## src/rtl/counter_sequencer.sv

```systemverilog
// counter_sequencer: command-driven start/stop/resume/clear sequencer for a prescaled counter.
// Optional capture register is enabled by defining COUNTER_SEQUENCER_CAPTURE_EN.
//
// state | meaning
// IDLE  | stopped, counter and prescaler cleared
// RUN   | prescaler running, counter advances on each prescale wrap
// HOLD  | paused, counter and prescaler frozen until START
// DONE  | one-shot terminal reached, counter holds final value
module counter_sequencer #(
  parameter int          CTR_W          = 24,
  parameter int          PRE_W          = 16,
  parameter int unsigned PRESCALE_RESET = 1000
) (
  input  logic             clk,
  input  logic             rst,
`ifdef COUNTER_SEQUENCER_CAPTURE_EN
  input  logic             capture,
  output logic [CTR_W-1:0] cap_value,
`endif
  input  logic             cmd_valid,
  input  logic [1:0]       cmd_op,
  input  logic [CTR_W-1:0] cmd_data,
  input  logic [PRE_W-1:0] pre_limit,
  input  logic             auto_reload,
  output logic             cmd_ready,
  output logic [CTR_W-1:0] ctr,
  output logic             tick,
  output logic             done,
  output logic             busy,
  output logic [1:0]       state
);

  typedef enum logic [1:0] {
    S_IDLE = 2'b00,
    S_RUN  = 2'b01,
    S_HOLD = 2'b10,
    S_DONE = 2'b11
  } state_t;

  localparam logic [1:0] OP_START = 2'b00;
  localparam logic [1:0] OP_STOP  = 2'b01;
  localparam logic [1:0] OP_LOAD  = 2'b10;
  localparam logic [1:0] OP_CLEAR = 2'b11;

  state_t           state_q, state_d;
  logic [CTR_W-1:0] ctr_q, ctr_d;
  logic [PRE_W-1:0] pre_q, pre_d;
  logic [CTR_W-1:0] term_q, term_d;
  logic [PRE_W-1:0] limit_q, limit_d;
  logic             auto_q, auto_d;
  logic             tick_q, tick_d;
  logic             done_q, done_d;
  logic             ready_q, ready_d;
  logic             cmd_acc;
  logic             pre_hit;

  assign cmd_acc = cmd_valid && ready_q;
  assign pre_hit = (pre_q == limit_q);

  always_ff @(posedge clk) begin
    if (rst) begin
      state_q <= S_IDLE;
      ctr_q   <= '0;
      pre_q   <= '0;
      term_q  <= '1;
      limit_q <= PRE_W'(PRESCALE_RESET);
      auto_q  <= 1'b0;
      tick_q  <= 1'b0;
      done_q  <= 1'b0;
      ready_q <= 1'b1;
    end else begin
      state_q <= state_d;
      ctr_q   <= ctr_d;
      pre_q   <= pre_d;
      term_q  <= term_d;
      limit_q <= limit_d;
      auto_q  <= auto_d;
      tick_q  <= tick_d;
      done_q  <= done_d;
      ready_q <= ready_d;
    end
  end

  always_comb begin
    state_d = state_q;
    ctr_d   = ctr_q;
    pre_d   = pre_q;
    term_d  = term_q;
    limit_d = limit_q;
    auto_d  = auto_q;
    tick_d  = 1'b0;
    done_d  = 1'b0;
    ready_d = ~cmd_acc;

    // Counting first; a coincident command below may then override it.
    if (state_q == S_RUN) begin
      if (pre_hit) begin
        pre_d  = '0;
        tick_d = 1'b1;
        if (ctr_q >= term_q) begin
          done_d = 1'b1;
          if (auto_q) ctr_d = '0;
          else        state_d = S_DONE;
        end else begin
          ctr_d = ctr_q + CTR_W'(1);
        end
      end else begin
        pre_d = pre_q + PRE_W'(1);
      end
    end

    if (cmd_acc) begin
      case (cmd_op)
        OP_START: begin
          if (state_q == S_IDLE || state_q == S_DONE) begin
            state_d = S_RUN;
            ctr_d   = '0;
            pre_d   = '0;
            limit_d = pre_limit;
            auto_d  = auto_reload;
          end else if (state_q == S_HOLD) begin
            state_d = S_RUN;
          end
        end
        OP_STOP: begin
          if (state_q == S_RUN) begin
            state_d = S_HOLD;
            ctr_d   = ctr_q;
            pre_d   = pre_q;
            tick_d  = 1'b0;
            done_d  = 1'b0;
          end
        end
        OP_LOAD: term_d = cmd_data;
        OP_CLEAR: begin
          state_d = S_IDLE;
          ctr_d   = '0;
          pre_d   = '0;
          tick_d  = 1'b0;
          done_d  = 1'b0;
        end
        default: ;
      endcase
    end
  end

  always_comb begin
    cmd_ready = ready_q;
    ctr       = ctr_q;
    tick      = tick_q;
    done      = done_q;
    busy      = (state_q == S_RUN);
    state     = state_q;
  end

`ifdef COUNTER_SEQUENCER_CAPTURE_EN
  logic [CTR_W-1:0] cap_value_q, cap_value_d;

  // Captures the value held before this edge, so a coincident update is not seen.
  always_comb cap_value_d = capture ? ctr_q : cap_value_q;

  always_ff @(posedge clk) begin
    if (rst) cap_value_q <= '0;
    else     cap_value_q <= cap_value_d;
  end

  always_comb cap_value = cap_value_q;
`endif

endmodule

```

## config.mk

```make
export PLATFORM = sky130hd
export DESIGN_NAME = counter_sequencer
export DESIGN_NICKNAME = d
export VERILOG_FILES = /design/src/rtl/counter_sequencer.sv
export SDC_FILE = /design/constraint.sdc
export NUM_CORES = 1
export LEC_CHECK = 0
export ABC_AREA = 1
export CAP_MARGIN = 10
export CORE_ASPECT_RATIO = 0.7
export CORE_MARGIN = 2
export CORE_UTILIZATION = 55
export CTS_BUF_LIST = sky130_fd_sc_hd__clkbuf_4 sky130_fd_sc_hd__clkbuf_8
export CTS_CLUSTER_DIAMETER = 200
export DETAILED_ROUTE_END_ITERATION = 8
export MAX_ROUTING_LAYER = met4
export PLACE_DENSITY = 0.85
export SLEW_MARGIN = 5
export SYNTH_ARGS = -nofsm -noshare
export SYNTH_HDL_FRONTEND = slang
export SYNTH_SLANG_ARGS = --single-unit
```

## constraint.sdc

```tcl
create_clock -name clk -period 2.4 [get_ports clk]
set_input_delay 0.48 -clock clk [delete_from_list [all_inputs] [get_ports clk]]
set_output_delay 0.48 -clock clk [all_outputs]
set_load 0.005 [all_outputs]
```

==> run_results.csv <==
group,metric,value,unit
power,ir_worst_vdd,0.330,mV
worst_hold_path,hp-class,"flip-flop to flip-flop",
critical_path,critPathCaptureType,"flip-flop",
die,core.rowCount,30,
yosys,synth_area,5400,um^2
yosys,syn_avg_cell_area,6.31,um^2
critical_path,path_common_cell,"nand2_1",
placed_design,dp_hpwl,10500,um
global_routing,grt_overflow,0,
clock_tree,cts_buffers,9,
critical_path,arrival,2.46,ns
critical_path,crit_chain,"ha_1, nand2_1, nand2_1, nand2_1, nand3_1, nor2_4, inv_1, nand2_1, nand2_4, nand2_2, nand2_1, nor2_1, nor2_1, nor2_1, nor2_1",
critical_path,crit_fanout,7,
global_routing,antenna_found_initial,0,
global_routing,track_usage,28.4,%
power,power.total,2.89,mW
critical_path,path_depth,15,
die,die_y,86.9,um
clock_tree,cts-root-buf,"clkbuf_8",
die,die_x,122,um
finish,fin_util,70.8,%
die,core_area,9610,um^2
placed_design,port_buffers,75,
yosys,synth.distinct_cells,32,
clock_tree,cts_tree,"yes",
placed_design,place_area,6530,um^2
placed_design,dp_cells,1079,
global_routing,grt_max_degree,53,
global_routing,grt_pass1_vias,5002,
yosys,synth_ff_type,"dfxtp_1",
finish,antennaDiodeCount,0,
timing,worstMarginPinSlew,0.669,ns
timing,final-max-slew-violation-count,0,
finish,areaGrowthSynthToFinish,25.9,%
timing,slew_headroom,55.4,%
finish,drive_above_1_share,9.82,%
critical_path,rr_startpoint,"ctr[5]",
routing,wire_per_inst,12.8,um
routing,drtIter0Drc,544,
routing,totalWireLength,14000,um
critical_path,timing.rr.end,"ctr[18]",
timing,setup_viol,0,
placed_design,finalWeightedCongestion,0.946,
timing,final.period_utilization,93.2,%
power,p_leak,3.21,nW
routing,routed_via_density,5.17,
timing,hold_viol,0,
yosys,synth_most_common_cell,"nand2_1",
critical_path,crit_slowest_cell,"dfxtp_1",
critical_path,cpPeakStageDelay,0.35,ns
timing,finalClockSkew,0.0140,ns
critical_path,critPathBufInv,1,
critical_path,reg2regPathDepth,15,
timing,fmax,447,MHz
critical_path,cp-endpoint,"ctr[18]",
global_routing,grt.met2_usage,42.3,%
clock_tree,clock-sinks,86,
clock_tree,insertion_delay,0.37,ns
yosys,ys_async_sr_fraction,0,%
clock_tree,cts.htree.levels,3,
finish,fin_area,6800,um^2
routing,drtPass1Iterations,5,
yosys,yosysWarnings,0,
finish,num-nets-final,1043,
global_routing,top_usage_layer,"met2",
yosys,yosys-top-cells-area,"dfxtp_1 32%, nand2_1 18%, inv_1 8.8%",
yosys,synth_edf_count,0,
critical_path,criticalPathCategory,"flip-flop to flip-flop",
yosys,synth_cells,857,
critical_path,crit_start,"ctr[5]",
clock_tree,cts.clk_slew.worst_paths,0.09,ns
finish,nFillCells,809,
global_routing,grt_pass1_wl,23600,um
critical_path,start_kind,"flip-flop",
critical_path,cp_top_family,"simple AND/OR/NAND/NOR gates",
routing,via_count,5662,
yosys,yosys-top-cells-count,"259 x nand2_1, 126 x inv_1, 86 x dfxtp_1, 74 x a21oi_1, 73 x nor2_1",
clock_tree,cts_buffer_depth,2,
timing,rsz0062_at_grt,"no",
die,die_area,10600,um^2
yosys,synth_top_area_share,31.9,%
critical_path,r2r_slack,0.16,ns
routing,route.detailed.drc,0,
global_routing,use_met3,5.37,%
power,powerDensity,424,nW/um^2
die,pin_count,76,
job,drv_cap,0,
critical_path,required,2.62,ns
run_status,status,"finished clean",
yosys,synth.largest_area_cell,"dfxtp_1",
yosys,synth.yosys.seq_area_share,31.9,%
finish,finalNonFillerCells,1095,
yosys,syn-num-nets,937,
yosys,synth-seq-cells,86,
routing,ant_nets,0,
die,start_util,56.2,%
global_routing,grt_use_met1,40.5,%
timing,finalCriticalPeriod,2.24,ns
[sequential cells by signal (all words and copies together) (netlist names), 2 cells and up]
signal,count
state,2
limit_q,16
ctr,24
pre_q,16
term_q,24
[worst min-delay path, stage by stage, from the launching register on]
cell and delay, ns:
dfxtp_1 0.31, inv_1 0.06, a21oi_1 0.06
[layout by cell type, fill, tap and decap left out]
cell / netlist / layout
clkdlybuf4s50_1: 0 / 74
nor3_4: 0 / 1
a31oi_1: 1 / 1
inv_2: 6 / 6
a21oi_2: 2 / 2
o21bai_1: 2 / 2
nand3_1: 33 / 33
nor2_1: 73 / 71
xnor2_1: 1 / 1
or2_2: 3 / 3
nand2_1: 259 / 259
clkinv_2: 0 / 3
nand3_2: 1 / 1
ha_4: 0 / 1
o21ai_0: 53 / 53
nand4_1: 11 / 11
nor2_2: 9 / 8
clkbuf_4: 0 / 1
bufinv_16: 0 / 2
ha_1: 34 / 33
o211ai_1: 9 / 9
dfxtp_2: 0 / 1
nand2_4: 0 / 2
nor2_4: 1 / 4
buf_4: 2 / 46
nor3_1: 22 / 20
nand2_2: 3 / 1
inv_1: 126 / 126
dfxtp_1: 86 / 85
xor2_1: 12 / 12
nor4_1: 1 / 1
nand3b_1: 5 / 5
a21oi_1: 74 / 74
nor3_2: 2 / 3
clkbuf_8: 0 / 9
o31ai_1: 1 / 1
buf_2: 6 / 1
o2111ai_1: 1 / 1
[worst min path at each step]
stage | startpoint | to | slack, ns | cells after the start
4_1_cts | limit_q[11] | limit_q[11] | 0.48 | 2
2_1_floorplan | limit_q[0] | limit_q[0] | 0.44 | 2
5_1_grt | limit_q[14] | limit_q[14] | 0.50 | 2
3_3_place_gp | limit_q[11] | limit_q[11] | 0.46 | 2
6_report | limit_q[11] | limit_q[11] | 0.47 | 2
3_5_place_dp | limit_q[11] | limit_q[11] | 0.46 | 2
[layout make-up]
| type | count | area (um^2) | share of cell area (%) |
|---|---|---|---|
| multi-input combinational | 613 | 3130 | 46.0 |
| sequential | 86 | 1720 | 25.3 |
| timing repair buffer | 121 | 1090 | 16.0 |
| inverter | 132 | 495 | 7.28 |
| tap | 128 | 160 | 2.35 |
| clock buffer | 10 | 131 | 1.93 |
| clock inverter | 5 | 75.1 | 1.10 |
[metal layers]
metal	up-vias	routed length, um
met5	-	0
met1	2536	7130
met4	0	107
met3	10	955
met2	185	5840
li1	2931	-
[kinds of logic (layout without fill, tap and decap cells)]
| logic type | Yosys count | after routing | share of synthesized area (%) |
|---|---|---|---|
| XOR/XNOR | 13 | 13 | 2.11 |
| AO/OA/AOI/OAI | 143 | 143 | 14.0 |
| flip-flops | 86 | 86 | 31.9 |
| AND/OR/NAND/NOR | 423 | 423 | 32.7 |
| adder cells (fa/ha/maj) | 34 | 34 | 7.87 |
| buffers and inverters | 158 | 268 | 11.4 |
[power breakdown]
| group | switching, mW | total [mW] | internal [mW] |
|---|---|---|---|
| clock network | 0.525 | 1.11 | 0.587 |
| registers | 0.0141 | 1.48 | 1.46 |
| logic | 0.161 | 0.296 | 0.136 |
[per-stage QoR]
stage | TNS [ns] | worst slack (ns) | hold slack [ns]
4_1_cts | 0 | 0.0901 | 0.476
3_3_place_gp | 0 | 0.0103 | 0.458
2_1_floorplan | 0 | 0.435 | 0.444
5_1_grt | 0 | 0.00835 | 0.495
6_report | 0 | 0.163 | 0.474
3_5_place_dp | -0.101 | -0.0588 | 0.463
[timing repair]
action / 4_1_cts / 5_1_grt
hold buffers: 0 / 0
setup endpoints to repair: 0 / 25
hold endpoints to repair: 0 / 0
setup buffers: 0 / 1
resized for setup: 0 / 11
Note: power is estimated with default switching activity, not from simulation.
